File: src/rtl/alu_mul_seq_pkg.sv
// Shared types for the multiply sequencer and the single-cycle ALU it borrows:
// ALU flag word, ALU opcodes and the sequencer state encoding.
package alu_mul_seq_pkg;

  typedef struct packed {
    logic Negative;
    logic Zero;
    logic Carry;
    logic Overflow;
  } csr_t;

  typedef enum logic [2:0] {
    AOP_ADD = 3'b000,
    AOP_SUB,
    AOP_AND,
    AOP_OR,
    AOP_XOR,
    AOP_NOT,
    AOP_SHR,
    AOP_SHL
  } aop_t;

  typedef enum logic [1:0] {
    IDLE,
    RUN,
    DONE
  } mseq_state_t;

endpackage

File: src/rtl/alu_mul_seq_if.sv
// Request/response handshake between the execute stage (master) and the
// multiply sequencer (slave).
interface alu_mul_seq_if #(
  parameter int W = 16
) ();

  logic           req_valid;
  logic           req_ready;
  logic [W-1:0]   req_a;
  logic [W-1:0]   req_b;
  logic           rsp_valid;
  logic           rsp_ready;
  logic [2*W-1:0] rsp_prod;
  logic           rsp_zero;

  modport master (
    output req_valid, req_a, req_b, rsp_ready,
    input  req_ready, rsp_valid, rsp_prod, rsp_zero
  );

  modport slave (
    input  req_valid, req_a, req_b, rsp_ready,
    output req_ready, rsp_valid, rsp_prod, rsp_zero
  );

endinterface

File: src/rtl/alu_mul_seq.sv
// Unsigned W x W -> 2W shift-add multiplier that borrows the shared ALU for
// W add steps and stalls the core while it owns it.
module alu_mul_seq
  import alu_mul_seq_pkg::*;
#(
  parameter int W     = 16,
  parameter int CNT_W = 5
) (
  input  logic               clk,
  input  logic               rst_n,
  alu_mul_seq_if.slave       bus,
  input  logic [W-1:0]       core_src1,
  input  logic [W-1:0]       core_src2,
  input  aop_t               core_aop,
  output logic               core_stall,
  output logic [W-1:0]       alu_src1,
  output logic [W-1:0]       alu_src2,
  output aop_t               alu_aop,
  input  logic [W-1:0]       alu_result,
  input  csr_t               alu_csr
);

  mseq_state_t      state_q;
  logic [CNT_W-1:0] count_q;
  logic [W-1:0]     hi_q;
  logic [W-1:0]     lo_q;
  logic [W-1:0]     mcand_q;

  // NOTE: sequential state uses non-blocking assignments so every register
  // samples the pre-edge values of the others, independent of statement order.
  always_ff @(posedge clk or negedge rst_n) begin
    if (!rst_n) begin
      state_q <= IDLE;
      count_q <= '0;
      hi_q    <= '0;
      lo_q    <= '0;
      mcand_q <= '0;
    end else begin
      case (state_q)
        IDLE: begin
          if (bus.req_valid) begin
            mcand_q <= bus.req_a;
            lo_q    <= bus.req_b;
            hi_q    <= '0;
            count_q <= '0;
            state_q <= RUN;
          end
        end
        RUN: begin
          // Partial sum plus carry shifts right into hi; its LSB enters lo,
          // retiring one multiplier bit per step.
          hi_q    <= {alu_csr.Carry, alu_result[W-1:1]};
          lo_q    <= {alu_result[0], lo_q[W-1:1]};
          count_q <= count_q + CNT_W'(1);
          if (count_q == CNT_W'(W - 1)) state_q <= DONE;
        end
        DONE: begin
          if (bus.rsp_ready) state_q <= IDLE;
        end
        default: state_q <= IDLE;
      endcase
    end
  end

  // NOTE: every output of a combinational block gets a default first so no
  // path through the block leaves it unassigned and infers a latch.
  always_comb begin
    alu_src1 = core_src1;
    alu_src2 = core_src2;
    alu_aop  = core_aop;
    if (state_q == RUN) begin
      alu_src1 = hi_q;
      alu_src2 = lo_q[0] ? mcand_q : '0;
      alu_aop  = AOP_ADD;
    end
  end

  assign bus.req_ready = (state_q == IDLE);
  assign core_stall    = (state_q == RUN);
  assign bus.rsp_valid = (state_q == DONE);
  assign bus.rsp_prod  = (state_q == DONE) ? {hi_q, lo_q} : '0;
  assign bus.rsp_zero  = (state_q == DONE) && ({hi_q, lo_q} == '0);

  // Only Carry participates in the multiply; the other flags are left alone.
  logic unused_csr_flags;
  assign unused_csr_flags = ^{alu_csr.Negative, alu_csr.Zero, alu_csr.Overflow};

endmodule
File: src/flat_wrapper.sv
// flat-port wrapper written by rule: the top's interface ports become plain ports
module alu_mul_seq_flat import alu_mul_seq_pkg::*;
#(
  parameter int W     = 16,
  parameter int CNT_W = 5
)
  (clk, rst_n, core_src1, core_src2, core_aop, core_stall, alu_src1, alu_src2, alu_aop, alu_result, alu_csr, bus_req_valid, bus_req_a, bus_req_b, bus_rsp_ready, bus_req_ready, bus_rsp_valid, bus_rsp_prod, bus_rsp_zero);
  alu_mul_seq_if #(.W(W)) bus_i ();
  input  logic clk;
  input  logic rst_n;
  input  logic [W-1:0] core_src1;
  input  logic [W-1:0] core_src2;
  input  aop_t core_aop;
  output logic core_stall;
  output logic [W-1:0] alu_src1;
  output logic [W-1:0] alu_src2;
  output aop_t alu_aop;
  input  logic [W-1:0] alu_result;
  input  csr_t alu_csr;
  input wire logic [$bits(bus_i.req_valid)-1:0] bus_req_valid;
  input wire logic [$bits(bus_i.req_a)-1:0] bus_req_a;
  input wire logic [$bits(bus_i.req_b)-1:0] bus_req_b;
  input wire logic [$bits(bus_i.rsp_ready)-1:0] bus_rsp_ready;
  output wire logic [$bits(bus_i.req_ready)-1:0] bus_req_ready;
  output wire logic [$bits(bus_i.rsp_valid)-1:0] bus_rsp_valid;
  output wire logic [$bits(bus_i.rsp_prod)-1:0] bus_rsp_prod;
  output wire logic [$bits(bus_i.rsp_zero)-1:0] bus_rsp_zero;
  assign bus_i.req_valid = bus_req_valid;
  assign bus_i.req_a = bus_req_a;
  assign bus_i.req_b = bus_req_b;
  assign bus_i.rsp_ready = bus_rsp_ready;
  assign bus_req_ready = bus_i.req_ready;
  assign bus_rsp_valid = bus_i.rsp_valid;
  assign bus_rsp_prod = bus_i.rsp_prod;
  assign bus_rsp_zero = bus_i.rsp_zero;
  alu_mul_seq #(.W(W), .CNT_W(CNT_W)) u_core (.clk(clk), .rst_n(rst_n), .bus(bus_i), .core_src1(core_src1), .core_src2(core_src2), .core_aop(core_aop), .core_stall(core_stall), .alu_src1(alu_src1), .alu_src2(alu_src2), .alu_aop(alu_aop), .alu_result(alu_result), .alu_csr(alu_csr));
endmodule
File: config.mk
export PLATFORM = sky130hd
export DESIGN_NAME = alu_mul_seq_flat
export DESIGN_NICKNAME = d
export VERILOG_FILES = /design/src/rtl/alu_mul_seq_pkg.sv /design/src/rtl/alu_mul_seq_if.sv /design/src/rtl/alu_mul_seq.sv /design/src/flat_wrapper.sv
export SDC_FILE = /design/constraint.sdc
export NUM_CORES = 1
export LEC_CHECK = 0
export CAP_MARGIN = 20
export CORE_ASPECT_RATIO = 1.75
export CORE_MARGIN = 10
export CORE_UTILIZATION = 43
export CTS_CLUSTER_SIZE = 10
export DETAILED_ROUTE_END_ITERATION = 12
export GPL_TIMING_DRIVEN = 0
export PLACE_DENSITY = 0.87
export SLEW_MARGIN = 20
export SYNTH_ARGS = -nofsm -noshare
export SYNTH_HDL_FRONTEND = slang
export SYNTH_SLANG_ARGS = --single-unit
File: constraint.sdc
create_clock -name clk -period 3.55 [get_ports clk]
set_input_delay 0.5325 -clock clk [delete_from_list [all_inputs] [get_ports clk]]
set_output_delay 0.5325 -clock clk [all_outputs]
set_load 0.02 [all_outputs]
==> impl_results.md <==
- Status: complete, no violations
- GR Overflow Total: 0
- Mapped Avg Cell Area: 8.44 µm²
- Seq/Total Area, Yosys: 44.9%
- Post-CTS sizing: 0
- Worst Skew: 0.00374 ns
- Top cells by area, synth: dfrtp_1 45%, nand2_1 16%, and2_1 7.1%
- CTS Root Cell: clkbuf_16
- Total GRT Usage: 19.3%
- CTS Buffer Depth: 2
- Vias in the first global route: 3259
- Die H: 132 µm
- Fmax: 353 MHz
- GPL Wtd Cong: 0.812
- Final setup TNS: 0 ns
- Tcrit/Tclk final: 79.7%
- Clk Latency, worst-skew pair: 0.28 ns
- Adder-cell area share of the yosys netlist: less than 1%
- Post-Place Cells: 605
- Tightest Hold Check Type: input pin to async pin
- Routed Antenna Nets: 0
- Min cycle time layout: roughly 2.8 ns
- Top cell type by total area after synthesis: dfrtp_1
- Post-CTS setup buffers: 0
- Floorplan core area: approximately 6900 µm²
- Design area: 4910 µm²
- Multiplexer share of the synthesized area: 11.8%
- Num rows: 40
- Final wirelength: 11.1 mm
- Crit Path Category: flip-flop to primary output
- Final net count: slightly above 600
- Final Hold Violating Endpoints: 0
- Share of cells above drive strength 1: between 8 and 9%
- Pin count of the biggest net entering global routing: 56
- CP Launch Type: flip-flop
- Seq cells post-synth: 55
- Final Util: 71.0%
- Worst setup EP type: primary output
- WP data arrival: about 2.3 ns
- Total CTS buffers: 5
- Vias per cell: 5.13
- Routed length per instance: 18.1 µm
- Initial antenna violation count: 0
- # hold bufs at CTS: 0
- Peak fanout along the critical path: 10
- Ys Warns: 0
- Layout Area Growth over Synthesis: 60.0%
- Fin cells: between 600 and 700
- DRT Pass-1 Iters: 4
- Die area: 11000 µm²
- Max_cap viols: 0
- Leakage: 0.00215 µW
- Post-Syn Instances: 363
- Largest family of logic cells by synthesized area: simple AND/OR/NAND/NOR gates
- Netlist cell types: 31
- RSZ-0062 raised after global routing: false
- Top Ports: 162
- First-pass GRT wire length: between 15 and 20 mm
- Worst IR Drop VDD: 0.453 mV
- Starting Density: 44.4%
- Post-Synthesis Cell Area: 3070 µm²
- Slew at the pin with the worst max-slew slack: between 0.6 and 0.7 ns
- Vias post-DR: between 3000 and 4000
- Synth Area in Compound Gates: 6.49%
- Pwr dens: 739 nW/µm²
- Worst-path clk slew: 0.07 ns
- Slew Viols, Final: 0
- Dpl cell area: 4750 µm²
- Worst hold slack: just under 0.3 ns
- Synth Area in Simple Gates: 29.9%
- Syn_nets: 456
- DRC: 0
- Endpoints failing setup: 0
- TritonCTS clock tree: done
- Dpl hpwl: 8.83 mm
- Post-synth top area share: 44.9%
- H-tree depth: 2
- Antenna Cells: 0
- Initial DRC Count: 186
- Xor/xnor share of the synthesized area: 0.286%
- Port Buffer Count: 158
- Slew headroom: 53.4%
- Chip width: 83.8 µm
- Sink Count: 55
- Worst endpoint required time: 3.02 ns
## through the flow
stage,total power [µW],worst slack [ns]
finish,3630,0.719
CTS,3660,0.710
detailed placement,3140,1.03
global route,3860,0.586
global placement,3060,0.374
floorplan,2250,1.65
## layout by cell type (no fill, tap or decap), types with 10 or more instances in the layout
cell | netlist | layout
and2_1 | 35 | 35
buf_4 | 9 | 10
clkdlybuf4s50_1 | 0 | 157
dfrtp_1 | 55 | 55
mux2_2 | 16 | 16
mux2i_1 | 17 | 17
nand2_1 | 134 | 134
nand3_1 | 18 | 18
o21ai_0 | 18 | 18
o21ai_1 | 16 | 16
## per-layer routing
metal	vias to the layer above	global-route usage [%]	share of wire, %
li1	1512	-	-
met1	1496	18.9	34
met2	116	37.3	58
met3	18	4.21	5.5
met4	0	7.29	2.6
met5	-	0	0
## worst max-delay path, cell delays in order, from the launching register on
cell,delay (ns)
dfrtp_1,0.42
and2b_1,0.42
clkbuf_1,0.36
and2_1,0.18
clkdlybuf4s50_1,0.63
## cells by family (layout without fill, tap and decap cells)
family / count (synthesis) / after routing
simple gates: 203 / 203
xor+xnor: 1 / 1
mux: 34 / 34
fa+ha+maj: 2 / 2
flops: 55 / 55
buf+inv: 30 / 196
compound gates: 38 / 38
## cell usage after synthesis
| master | number |
|---|---|
| a22o_1 | 1 |
| and2_1 | 35 |
| and2b_1 | 1 |
| and3_1 | 1 |
| buf_1 | 1 |
| buf_2 | 6 |
| buf_4 | 9 |
| buf_6 | 3 |
| clkbuf_1 | 7 |
| clkbuf_2 | 1 |
| dfrtp_1 | 55 |
| ha_1 | 2 |
| inv_1 | 2 |
| inv_2 | 1 |
| mux2_1 | 1 |
| mux2_2 | 16 |
| mux2i_1 | 17 |
| nand2_1 | 134 |
| nand2b_1 | 1 |
| nand3_1 | 18 |
| nand3b_1 | 1 |
| nand4_1 | 1 |
| nor2_1 | 1 |
| nor3_1 | 1 |
| nor3b_2 | 1 |
| nor4_1 | 8 |
| o21ai_0 | 18 |
| o21ai_1 | 16 |
| o21bai_1 | 1 |
| o22ai_1 | 2 |
| xor2_1 | 1 |
## flip-flops by register name, summed over array words and instances (netlist names)
| name | flops |
|---|---|
| u_core.state_q | 2 |
| u_core.mcand_q | 16 |
| u_core.hi_q | 16 |
| u_core.lo_q | 16 |
| u_core.count_q | 5 |
## report_power, final
group | internal [µW] | total, µW | switching, µW
registers | 911 | 1170 | 257
logic | 906 | 1950 | 1040
clock network | 301 | 507 | 206
total | 2120 | 3630 | 1510
## cell type report
| cell class | count | area [µm²] |
|---|---|---|
| timing repair buffer | 158 | 1580 |
| buffer | 27 | 166 |
| sequential | 55 | 1380 |
| clock buffer | 8 | 156 |
| multi-input combinational | 278 | 1510 |
| tap | 84 | 105 |
| inverter | 3 | 11.3 |
| fill | 594 | 2000 |
## worst paths after layout
kind	startpoint	end	slack, ns	depth (start not counted)
min in group clk	u_core.count_q[2]	u_core.count_q[2]	0.51	1
setup reg to reg	u_core.state_q[1]	u_core.mcand_q[2]	2.06	4
hold reg to reg	u_core.count_q[2]	u_core.count_q[2]	0.51	1
setup / recovery	u_core.state_q[0]	bus_rsp_prod[28]	0.72	4
hold / removal	rst_n	u_core.hi_q[0]	0.29	1
max in group asynchronous	rst_n	u_core.mcand_q[9]	2.79	1
Note: power is estimated with default switching activity, not from simulation.
